$ cat config.mk
export PLATFORM = sky130hd
export DESIGN_NAME = regfile_wb_arbiter_flat
export DESIGN_NICKNAME = d
export VERILOG_FILES = /design/src/rtl/regfile_wb_arbiter_if.sv /design/src/rtl/regfile_wb_arbiter.sv /design/src/flat_wrapper.sv
export SDC_FILE = /design/constraint.sdc
export NUM_CORES = 1
export LEC_CHECK = 0
export CORE_MARGIN = 1
export CORE_UTILIZATION = 38
export CTS_CLUSTER_DIAMETER = 80
export CTS_CLUSTER_SIZE = 30
export DETAILED_ROUTE_END_ITERATION = 10
export GPL_ROUTABILITY_DRIVEN = 0
export PLACE_DENSITY_LB_ADDON = 0.3
export SYNTH_ARGS = -nofsm -noshare
export SYNTH_HDL_FRONTEND = slang
export SYNTH_SLANG_ARGS = --single-unit
$ cat constraint.sdc
create_clock -name clk -period 10.6 [get_ports clk]
set_clock_uncertainty 0.2 [all_clocks]
set_input_delay 2.12 -clock clk [delete_from_list [all_inputs] [get_ports clk]]
set_output_delay 2.12 -clock clk [all_outputs]
set_load 0.01 [all_outputs]
$ cat src/rtl/regfile_wb_arbiter_if.sv
// Writeback request bus and register-file write port shared by the requesters and the arbiter.
// The master side is the set of requesters; the slave side is the arbiter.
interface regfile_wb_arbiter_if #(
  parameter int unsigned NREQ = 3,
  parameter int unsigned AW   = 5,
  parameter int unsigned DW   = 32
);
  localparam int unsigned IW = (NREQ > 1) ? $clog2(NREQ) : 1;

  logic [NREQ-1:0]    req_valid;
  logic [NREQ*AW-1:0] req_addr;
  logic [NREQ*DW-1:0] req_data;
  logic [NREQ-1:0]    req_ready;
  logic               regwrite;
  logic [AW-1:0]      waddr;
  logic [DW-1:0]      wdata;
  logic [IW-1:0]      grant_id;

  modport master (
    output req_valid, req_addr, req_data,
    input  req_ready, regwrite, waddr, wdata, grant_id
  );

  modport slave (
    input  req_valid, req_addr, req_data,
    output req_ready, regwrite, waddr, wdata, grant_id
  );
endinterface

$ cat src/rtl/regfile_wb_arbiter.sv
// Round-robin arbiter sharing the register file's single write port between NREQ writeback
// sources; the winning request is registered onto the write port one cycle later.
module regfile_wb_arbiter #(
  parameter int unsigned NREQ = 3,
  parameter int unsigned AW   = 5,
  parameter int unsigned DW   = 32,
  parameter int unsigned CW   = 16
) (
  input  logic                    clk,
  input  logic                    resetn,
  input  logic                    wb_stall,
  regfile_wb_arbiter_if.slave     wb,
  output logic [CW-1:0]           wr_count
);
  localparam int unsigned IW = (NREQ > 1) ? $clog2(NREQ) : 1;
  localparam int unsigned SW = IW + 1;
  localparam logic [IW-1:0] LastIdx = IW'(NREQ - 1);

  logic [IW-1:0]   rr_ptr_q, rr_ptr_d;
  logic            regwrite_q, regwrite_d;
  logic [AW-1:0]   waddr_q, waddr_d;
  logic [DW-1:0]   wdata_q, wdata_d;
  logic [IW-1:0]   grant_id_q, grant_id_d;
  logic [CW-1:0]   wr_count_q, wr_count_d;

  logic            found;
  logic            xfer;
  logic [IW-1:0]   gnt_idx;
  logic [IW-1:0]   idx;
  logic [SW-1:0]   sum;
  logic [NREQ-1:0] gnt_oh;
  logic [AW-1:0]   sel_addr;
  logic [DW-1:0]   sel_data;

  // Search from rr_ptr upward, wrapping explicitly at NREQ so non-power-of-two counts work.
  always_comb begin
    found   = 1'b0;
    gnt_idx = '0;
    idx     = '0;
    sum     = '0;
    for (int unsigned k = 0; k < NREQ; k++) begin
      sum = {1'b0, rr_ptr_q} + SW'(k);
      if (sum >= SW'(NREQ)) begin
        sum = sum - SW'(NREQ);
      end
      idx = sum[IW-1:0];
      if (!found && wb.req_valid[idx]) begin
        found   = 1'b1;
        gnt_idx = idx;
      end
    end
  end

  // Ready depends only on valid, stall, reset and the pointer: no path from ready back to valid.
  assign xfer = found && !wb_stall && resetn;

  always_comb begin
    gnt_oh = '0;
    if (xfer) begin
      gnt_oh[gnt_idx] = 1'b1;
    end
  end

  always_comb begin
    sel_addr = '0;
    sel_data = '0;
    for (int unsigned i = 0; i < NREQ; i++) begin
      if (gnt_oh[i]) begin
        sel_addr = wb.req_addr[i*AW +: AW];
        sel_data = wb.req_data[i*DW +: DW];
      end
    end
  end

  always_comb begin
    rr_ptr_d   = rr_ptr_q;
    regwrite_d = 1'b0;
    waddr_d    = waddr_q;
    wdata_d    = wdata_q;
    grant_id_d = grant_id_q;
    if (xfer) begin
      waddr_d    = sel_addr;
      wdata_d    = sel_data;
      grant_id_d = gnt_idx;
      // x0 writes are consumed but never reach the register file.
      regwrite_d = (sel_addr != '0);
      rr_ptr_d   = (gnt_idx == LastIdx) ? '0 : gnt_idx + IW'(1);
    end
    wr_count_d = wr_count_q + CW'(regwrite_d);
  end

  always_ff @(posedge clk) begin
    if (!resetn) begin
      rr_ptr_q   <= '0;
      regwrite_q <= 1'b0;
      waddr_q    <= '0;
      wdata_q    <= '0;
      grant_id_q <= '0;
      wr_count_q <= '0;
    end else begin
      rr_ptr_q   <= rr_ptr_d;
      regwrite_q <= regwrite_d;
      waddr_q    <= waddr_d;
      wdata_q    <= wdata_d;
      grant_id_q <= grant_id_d;
      wr_count_q <= wr_count_d;
    end
  end

  assign wb.req_ready = gnt_oh;
  assign wb.regwrite  = regwrite_q;
  assign wb.waddr     = waddr_q;
  assign wb.wdata     = wdata_q;
  assign wb.grant_id  = grant_id_q;
  assign wr_count     = wr_count_q;

endmodule

$ cat src/flat_wrapper.sv
// flat-port wrapper written by rule: the top's interface ports become plain ports
module regfile_wb_arbiter_flat 
#(
  parameter int unsigned NREQ = 3,
  parameter int unsigned AW   = 5,
  parameter int unsigned DW   = 32,
  parameter int unsigned CW   = 16
)
  (clk, resetn, wb_stall, wr_count, wb_req_valid, wb_req_addr, wb_req_data, wb_req_ready, wb_regwrite, wb_waddr, wb_wdata, wb_grant_id);
  regfile_wb_arbiter_if #(.NREQ(NREQ), .AW(AW), .DW(DW)) wb_i ();
  input  logic clk;
  input  logic resetn;
  input  logic wb_stall;
  output logic [CW-1:0] wr_count;
  input wire logic [$bits(wb_i.req_valid)-1:0] wb_req_valid;
  input wire logic [$bits(wb_i.req_addr)-1:0] wb_req_addr;
  input wire logic [$bits(wb_i.req_data)-1:0] wb_req_data;
  output wire logic [$bits(wb_i.req_ready)-1:0] wb_req_ready;
  output wire logic [$bits(wb_i.regwrite)-1:0] wb_regwrite;
  output wire logic [$bits(wb_i.waddr)-1:0] wb_waddr;
  output wire logic [$bits(wb_i.wdata)-1:0] wb_wdata;
  output wire logic [$bits(wb_i.grant_id)-1:0] wb_grant_id;
  assign wb_i.req_valid = wb_req_valid;
  assign wb_i.req_addr = wb_req_addr;
  assign wb_i.req_data = wb_req_data;
  assign wb_req_ready = wb_i.req_ready;
  assign wb_regwrite = wb_i.regwrite;
  assign wb_waddr = wb_i.waddr;
  assign wb_wdata = wb_i.wdata;
  assign wb_grant_id = wb_i.grant_id;
  regfile_wb_arbiter #(.NREQ(NREQ), .AW(AW), .DW(DW), .CW(CW)) u_core (.clk(clk), .resetn(resetn), .wb_stall(wb_stall), .wb(wb_i), .wr_count(wr_count));
endmodule
# [Yosys cells after proc, flatten, opt, wreduce, memory -nomap -nowiden]
# Cells that the tools add are included.
[word_totals] inputBits=117 romBits=0 register_bits=58 ramBits=0 latch_bits=0 n_memories=0
[classes] n_shift=0 n_lt_le_gt_ge=8 n_mul=0 mux=26 eq_ne=1 n_bitwise=0 reduce_logical=9 div_mod_pow=0 n_addsub=7
[ops] operator="$mux 32" n=3
[ops] operator="$add 16x1->16" n=1
[ops] operator="$mux 5" n=3
[ops] operator="$mux 2" n=7
[ops] operator="$lt 2x3->1 const B" n=4
[ops] operator="$mux 1" n=8
[ops] operator="$bmux 1 s2" n=3
[ops] operator="$ge 3x2->1 const B" n=2
[ops] operator="$sub 2x2->2 const B" n=3
[ops] operator="$logic_and 1x1->1" n=5
[ops] operator="$reduce_bool 5->1" n=1
[ops] operator="$add 2x1->3 const B" n=1
[ops] operator="$add 2x2->3 const B" n=1
[ops] operator="$logic_not 1->1" n=3
[ops] operator="$mux 3" n=1
[ops] operator="$add 2x1->2 const B" n=1
[ops] operator="$demux 1 s2" n=1
[ops] operator="$eq 2x2->1 const B" n=1
[ops] operator="$ge 2x1->1 const B" n=1
[ops] operator="$ge 2x2->1 const B" n=1

# [Depth between registers and ports, before layout]
[depth] word_depth=22 ltp_mapped=17

# [Worst setup path before layout]
# OpenSTA, ideal clock, no wires.
[synth_path] path_kind="in2out" startpoint="input port wb_req_valid[1]" endpoint="output port wb_req_ready[1]" t_arrival_ps=3464 cell_stages=7 path_slack_ps=4816 path_cell_list="mux2i_2 o22ai_1 o311a_1 buf_6 buf_8 buf_12 nor3b_2"
[synth_between] elab_chain_len=14 elab_cells_between_ends=24
[synth_rtl] item="from (decl)" line="flat_wrapper.sv:15" rtl="input wire logic [$bits(wb_i.req_valid)-1:0] wb_req_valid;"
[synth_rtl] item="$bmux 1 s2" line="regfile_wb_arbiter.sv:47" rtl="if (!found && wb.req_valid[idx]) begin"
[synth_rtl] item="$mux 1 (implied by the code)" line="regfile_wb_arbiter.sv:47"
[synth_rtl] item="$mux 1" line="regfile_wb_arbiter.sv:47"
[synth_rtl] item="$logic_not 1->1" line="regfile_wb_arbiter.sv:47"
[synth_rtl] item="$logic_and 1x1->1" line="regfile_wb_arbiter.sv:47"
[synth_rtl] item="$mux 1" line="regfile_wb_arbiter.sv:47"
[synth_rtl] item="$logic_not 1->1" line="regfile_wb_arbiter.sv:47"
[synth_rtl] item="$logic_and 1x1->1" line="regfile_wb_arbiter.sv:47"
[synth_rtl] item="$mux 2" line="regfile_wb_arbiter.sv:47"
[synth_rtl] item="$lt 2x3->1 (implied by the code) or $ge 2x1->1 (tied branches)" line="regfile_wb_arbiter.sv:60" rtl="gnt_oh[gnt_idx] = 1'b1;"
[synth_rtl] item="$logic_and 1x1->1 (implied by the code)" line="regfile_wb_arbiter.sv:60"
[synth_rtl] item="$mux 1 (implied by the code)" line="regfile_wb_arbiter.sv:60"
[synth_rtl] item="$demux 1 s2"
[synth_rtl] item="$mux 3 *" line="regfile_wb_arbiter.sv:59" rtl="if (xfer) begin"
[synth_rtl] item="to (decl)" line="flat_wrapper.sv:18" rtl="output wire logic [$bits(wb_i.req_ready)-1:0] wb_req_ready;"
# Every way passes the cells marked *; elsewhere a longest branch is shown, timed or not. The select of a mux whose other input is x is not followed.

# [Final worst setup path]
[layout_path] startpoint="input port wb_req_valid[1]" endpoint="output port wb_req_ready[2]"
# Same word-level chain as after synthesis.

==> results.md <==
* CTS Hold Bufs at 0
* Slew headroom at 0.543
* First-pass GRT wire length at 14100 um
* Avg Inst Size Synth at slightly above 9 sq um
* Most frequent cells in the layout: clkdlybuf4s50_1, dfxtp_1, nor2_1, mux2i_1, a211oi_1
* Critical Path AT at around 5000 ps
* FILL cells at around 690
* Synth Cell Area at 3150 sq um
* Clk buf depth at 2
* Final Hold Fails at 0
* Final HPWL DP at 6600 um
* Grt total ovfl at 0
* Post-synth EDFFs at 0
* Post-synth ARST share at 0
* Setup bufs post-CTS at 0
* Yosys cell types at 44
* Critical Path End Type: primary output
* DRT antenna net count at 0
* Total clock sinks at 58
* Leakage power at slightly above 2 nW
* H-tree depth at 3
* Number of global-route vias before repair at 3143
* DP Area at about 5000 sq um
* FF+latch area at about 1200 sq um
* Final antenna diode count at 0
* Initial DRC Count at 64
* Reg2reg start: u_core.rr_ptr_q[0]
* Clk_lat worst skew at 330 ps
* I/O pins at between 150 and 200
* Fin crit period at between 7000 and 8000 ps
* Final Cycle Share at 0.701
* TritonCTS clock tree: built
* Num rows at 32
* Area of the multi-input gates at 1810 sq um
* Full die area at ~8700 sq um
* Resized Gates After CTS at 0
* Vias per std cell at just over 5
* Clk slew on worst S/H paths at approximately 60 ps
* Tot Pwr at 636 uW
* CTS Buf Count at 9
* Yosys Warn Count at 0
* Worst setup SP type: primary input
* Final instance area at just over 5000 sq um
* Slew Viols, Final at 0
* Syn nets at 463
* Final worst slack at approximately 3200 ps
* Hold Crit Class: flip-flop to flip-flop
* Gr usage total at 0.207
* Share of layout cells above drive strength 1 at 0.107
* Initial Util at 0.400
* Commonest non-fill, non-tap cell in the layout: clkdlybuf4s50_1
* CP max FO at 45
* Pwr dens at approximately 130 nW/um^2
* Final hold slack at roughly 260 ps
* Max Cap Viol at 0
* IO buf count at roughly 180
* Setup TNS at 0 ps
* Class of the most critical setup path: primary input to primary output
* Antenna violations before repair at 0
* Fmax at 0.135 GHz
* Largest net degree at the start of global routing at between 70 and 80
* CP required at 8280 ps
* Maximum vdd drop at about 0.000056 V
* # DRC at 0
* Worst Hold Launch: u_core.wb.waddr[1]
* CTS Root Cell: clkbuf_8
* Vias at roughly 3.1k
* Worst-Margin Slew at just under 700 ps
* Gate Count Post-Synth at 340
* FF+latch count, synth at 58
* Core ar. at 7890 sq um
* Post-synthesis sequential area ratio at 0.368
* Unrepaired setup endpoints after global routing: false
* Die Height at 93.1 um
* Die W at approximately 93 um
* Nets at 625
* Worst Setup SP: wb_req_valid[1]
* Status: complete, no violations
* Routed WL at between 8000 and 9000 um
* Pre-CTS setup slack at approximately 3200 ps
* Area grow syn2layout at 60.7%
* Drt wl/cell at between 10 and 15 um
* Pre-antenna DRT Iters at 4
* Finish-stage setup viols at 0
* Top FF cell, synth: dfxtp_1
-- cell type report --
type | instances | area share
Multi-Input combinational cell | 248 | 0.356
Timing Repair Buffer | 179 | 0.351
Sequential cell | 58 | 0.229
Clock buffer | 11 | 0.0279
Tap cell | 102 | 0.0252
Clock inverter | 5 | 0.00593
Inverter | 6 | 0.00445
-- critical path, stage by stage --
cell and delay, ps:
clkdlybuf4s50_1 530, mux2i_2 260, o22ai_1 160, a211oi_1 340
or2_2 570, buf_4 500, nor2_1 120, clkdlybuf4s50_1 510
-- synthesized netlist by cell type, types with 3 or more instances --
library cell | instances | area [sq um]
dfxtp_1 | 58 | 1160
inv_1 | 6 | 22.5
ha_1 | 6 | 75.1
a31o_1 | 6 | 52.6
a211oi_1 | 34 | 255
nor2_1 | 43 | 161
clkbuf_1 | 14 | 52.6
nand4_1 | 8 | 50.1
a31o_2 | 28 | 245
xnor2_1 | 13 | 114
nand2_1 | 8 | 30.0
nand3_1 | 10 | 50.1
buf_2 | 8 | 40.0
nand2b_1 | 3 | 18.8
a211o_1 | 3 | 26.3
mux2i_1 | 37 | 370
and2_1 | 18 | 113
-- worst paths after layout --
check / end / slack, ps / cells past startpoint
worst min register to register: u_core.wb.waddr[1] / 260 / 2
worst max register to register: u_core.wr_count[11] / 6500 / 15
worst max-delay path: wb_req_ready[2] / 3170 / 8
worst min-delay path: u_core.wb.waddr[1] / 260 / 2
-- logic make-up after synthesis --
kind of cell | after synthesis | synth area share
AOI/OAI and AO/OA | 86 | 0.221
xor gates and xnor gates | 15 | 0.0417
adders and majority gates | 6 | 0.0238
buffers and inverters | 34 | 0.0595
DFF | 58 | 0.368
muxes | 38 | 0.122
and+or+nand+nor | 103 | 0.164
-- report_power, final --
part | total (mW) | switching [mW] | internal, mW
Combinational | 0.206 | 0.0844 | 0.121
Sequential | 0.256 | 0.0140 | 0.242
Clock | 0.175 | 0.0850 | 0.0898
-- routing by layer --
metal / share of wire / vias up / track usage / wire (um)
met5: 0 / - / 0 / 0
met4: 0.017 / 0 / 0.0628 / 149
met2: 0.50 / 112 / 0.366 / 4370
met1: 0.41 / 1439 / 0.229 / 3610
li1: - / 1573 / - / -
met3: 0.065 / 12 / 0.0764 / 570
-- state kept, by name, summed over array words and instances (netlist names) --
signal	flops
u_core.rr_ptr_q	2
u_core.wb.grant_id	2
u_core.wb.regwrite	1
u_core.wb.waddr	5
u_core.wb.wdata	32
u_core.wr_count	16
-- stage by stage --
stage                     instances  utilization
final                           609        0.642
after global routing            609        0.642
after CTS                       609        0.642
after detailed placement        593        0.620
after global placement          593        0.620
after floorplan                 340            -
(Power assumes the default switching activity.)
==> RTL change: new RTL, same flow settings <==
`DW` is set to 32 in 3 places; all go to 16.
--- a/src/rtl/regfile_wb_arbiter_if.sv
+++ b/src/rtl/regfile_wb_arbiter_if.sv
@@ -5,3 +5,3 @@
   parameter int unsigned AW   = 5,
-  parameter int unsigned DW   = 32
+  parameter int unsigned DW   = 16
 );
--- a/src/rtl/regfile_wb_arbiter.sv
+++ b/src/rtl/regfile_wb_arbiter.sv
@@ -5,3 +5,3 @@
   parameter int unsigned AW   = 5,
-  parameter int unsigned DW   = 32,
+  parameter int unsigned DW   = 16,
   parameter int unsigned CW   = 16
--- a/src/flat_wrapper.sv
+++ b/src/flat_wrapper.sv
@@ -5,3 +5,3 @@
   parameter int unsigned AW   = 5,
-  parameter int unsigned DW   = 32,
+  parameter int unsigned DW   = 16,
   parameter int unsigned CW   = 16
Ports: changed (resized wb_req_data and wb_wdata); port bits go from 176 to 112. The function was not compared with the original's and may differ.
==> RTL change against the unedited design <==
- sequential power decreased by 29%
- area after synthesis down 27%
- worst setup slack improved by 0.48 ns
- sequential cell count down 16
- design area fell by 30%
- total power fell by 34%
- wire length fell by 32%
- critical endpoint is now wb_req_ready[1]
- highest routed layer unchanged
==> RTL change: results (changes against the unedited design) <==
Run status:
- The run finished with clean final reports.

Synth:
- The sequential cell area fraction in the yosys report is 0.3648 (-0.003579).
- In the post-synthesis netlist, the biggest area contributors are sky130_fd_sc_hd__dfxtp_1, sky130_fd_sc_hd__a31o_2, sky130_fd_sc_hd__nand2_1.
- The share of cell area taken by muxes after synthesis came to 0.01303 (-0.1088).
- The number of distinct standard cells referenced by the synthesized netlist is 39 (-11%).
- The complex-gate fraction of the synthesized area is 0.2220 (+0.0009218).
- The XOR/XNOR share of the synthesized area came to 0.05320 (+0.01152).
- The synthesized instance count is 278 (-18%).
- By count the netlist is led by sky130_fd_sc_hd__nand2_1, sky130_fd_sc_hd__dfxtp_1, sky130_fd_sc_hd__nor2_1, sky130_fd_sc_hd__a31o_2, sky130_fd_sc_hd__a311oi_1.
- The synthesis-stage register bit count is 42 (-28%).

STA:
- The max-slew headroom at the worst pin is 0.3894 (-0.1535).

GRT:
- The met3 layer usage reported by global route came to 0.08000 (+0.003577).
- The met1 track demand over resource in global routing is 0.2142 (-0.01502).
- The wire length of the first global-routing pass was 9639 um (-32%).
- The total track usage was 0.1949 (-0.01198).

Setup path:
- The number of cells traversed by the worst register-to-register path is 14 (-1).
- The maximum net fanout on the critical path is 52 (+16%).
- The peak per-stage delay on the critical path is 0.59 ns (+0.02 ns).
- The slack of the worst reg-to-reg path is 6.73 ns (+0.23 ns).

Layout:
- The net count reported at finish is 455 (-27%).
- The fraction of layout instances using a drive strength above 1 is 0.1024 (-0.004147).
- The number of fillers in the final layout is 555 (-19%).

Place:
- The placed cell count is 448 (-24%).
- The count of input and output buffers is 111 (-37%).
- The total placed instance area is 3457 sq um (-29%).
- The HPWL reported at the end of detailed placement is 4321 um (-35%).
- The setup slack after placement was 3.663 ns (+0.4943 ns).

Clock tree:
- The count of H-tree levels built during CTS came to 2 (-1).
- The TritonCTS buffer count came to 5 (-4).

Drt:
- The sum of routed wire segments on met1 came to 2436 um (-33%).
- The total detailed-routing wirelength is 5888 um (-32%).
- The via count of the routed design is 2383 (-24%).
## RTL change: cell types whose count changed in the layout (fill, tap and decap cells not counted), sizes merged, moves of 4 or more
cell | unedited run | this run
and2 | 19 | 15
clkdlybuf4s50 | 174 | 111
nand2 | 8 | 48
nand4 | 8 | 4
mux2i | 38 | 3
nor2 | 43 | 26
a31o | 34 | 22
dfxtp | 58 | 42
a311oi | 0 | 19
a211oi | 34 | 5
nor3 | 2 | 7
clkbuf | 11 | 7
## RTL change: layout make-up
cell class	instances	area (sq um)	area share
multi-input cells	212	1366	0.3850
repair buffers	115	1141	0.3216
flip-flops and latches	42	840.8	0.2370
well taps	75	93.84	0.02645
clock buffers	7	86.33	0.02433
inverters	4	15.01	0.004231
clock inverters	1	5.005	0.001410
## RTL change: where the power goes
| group | internal (W) | total [W] | switching [W] |
|---|---|---|---|
| combinational | 0.0000732 | 0.000131 | 0.0000574 |
| clock | 0.0000525 | 0.000105 | 0.0000526 |
| sequential | 0.000172 | 0.000182 | 0.00000972 |
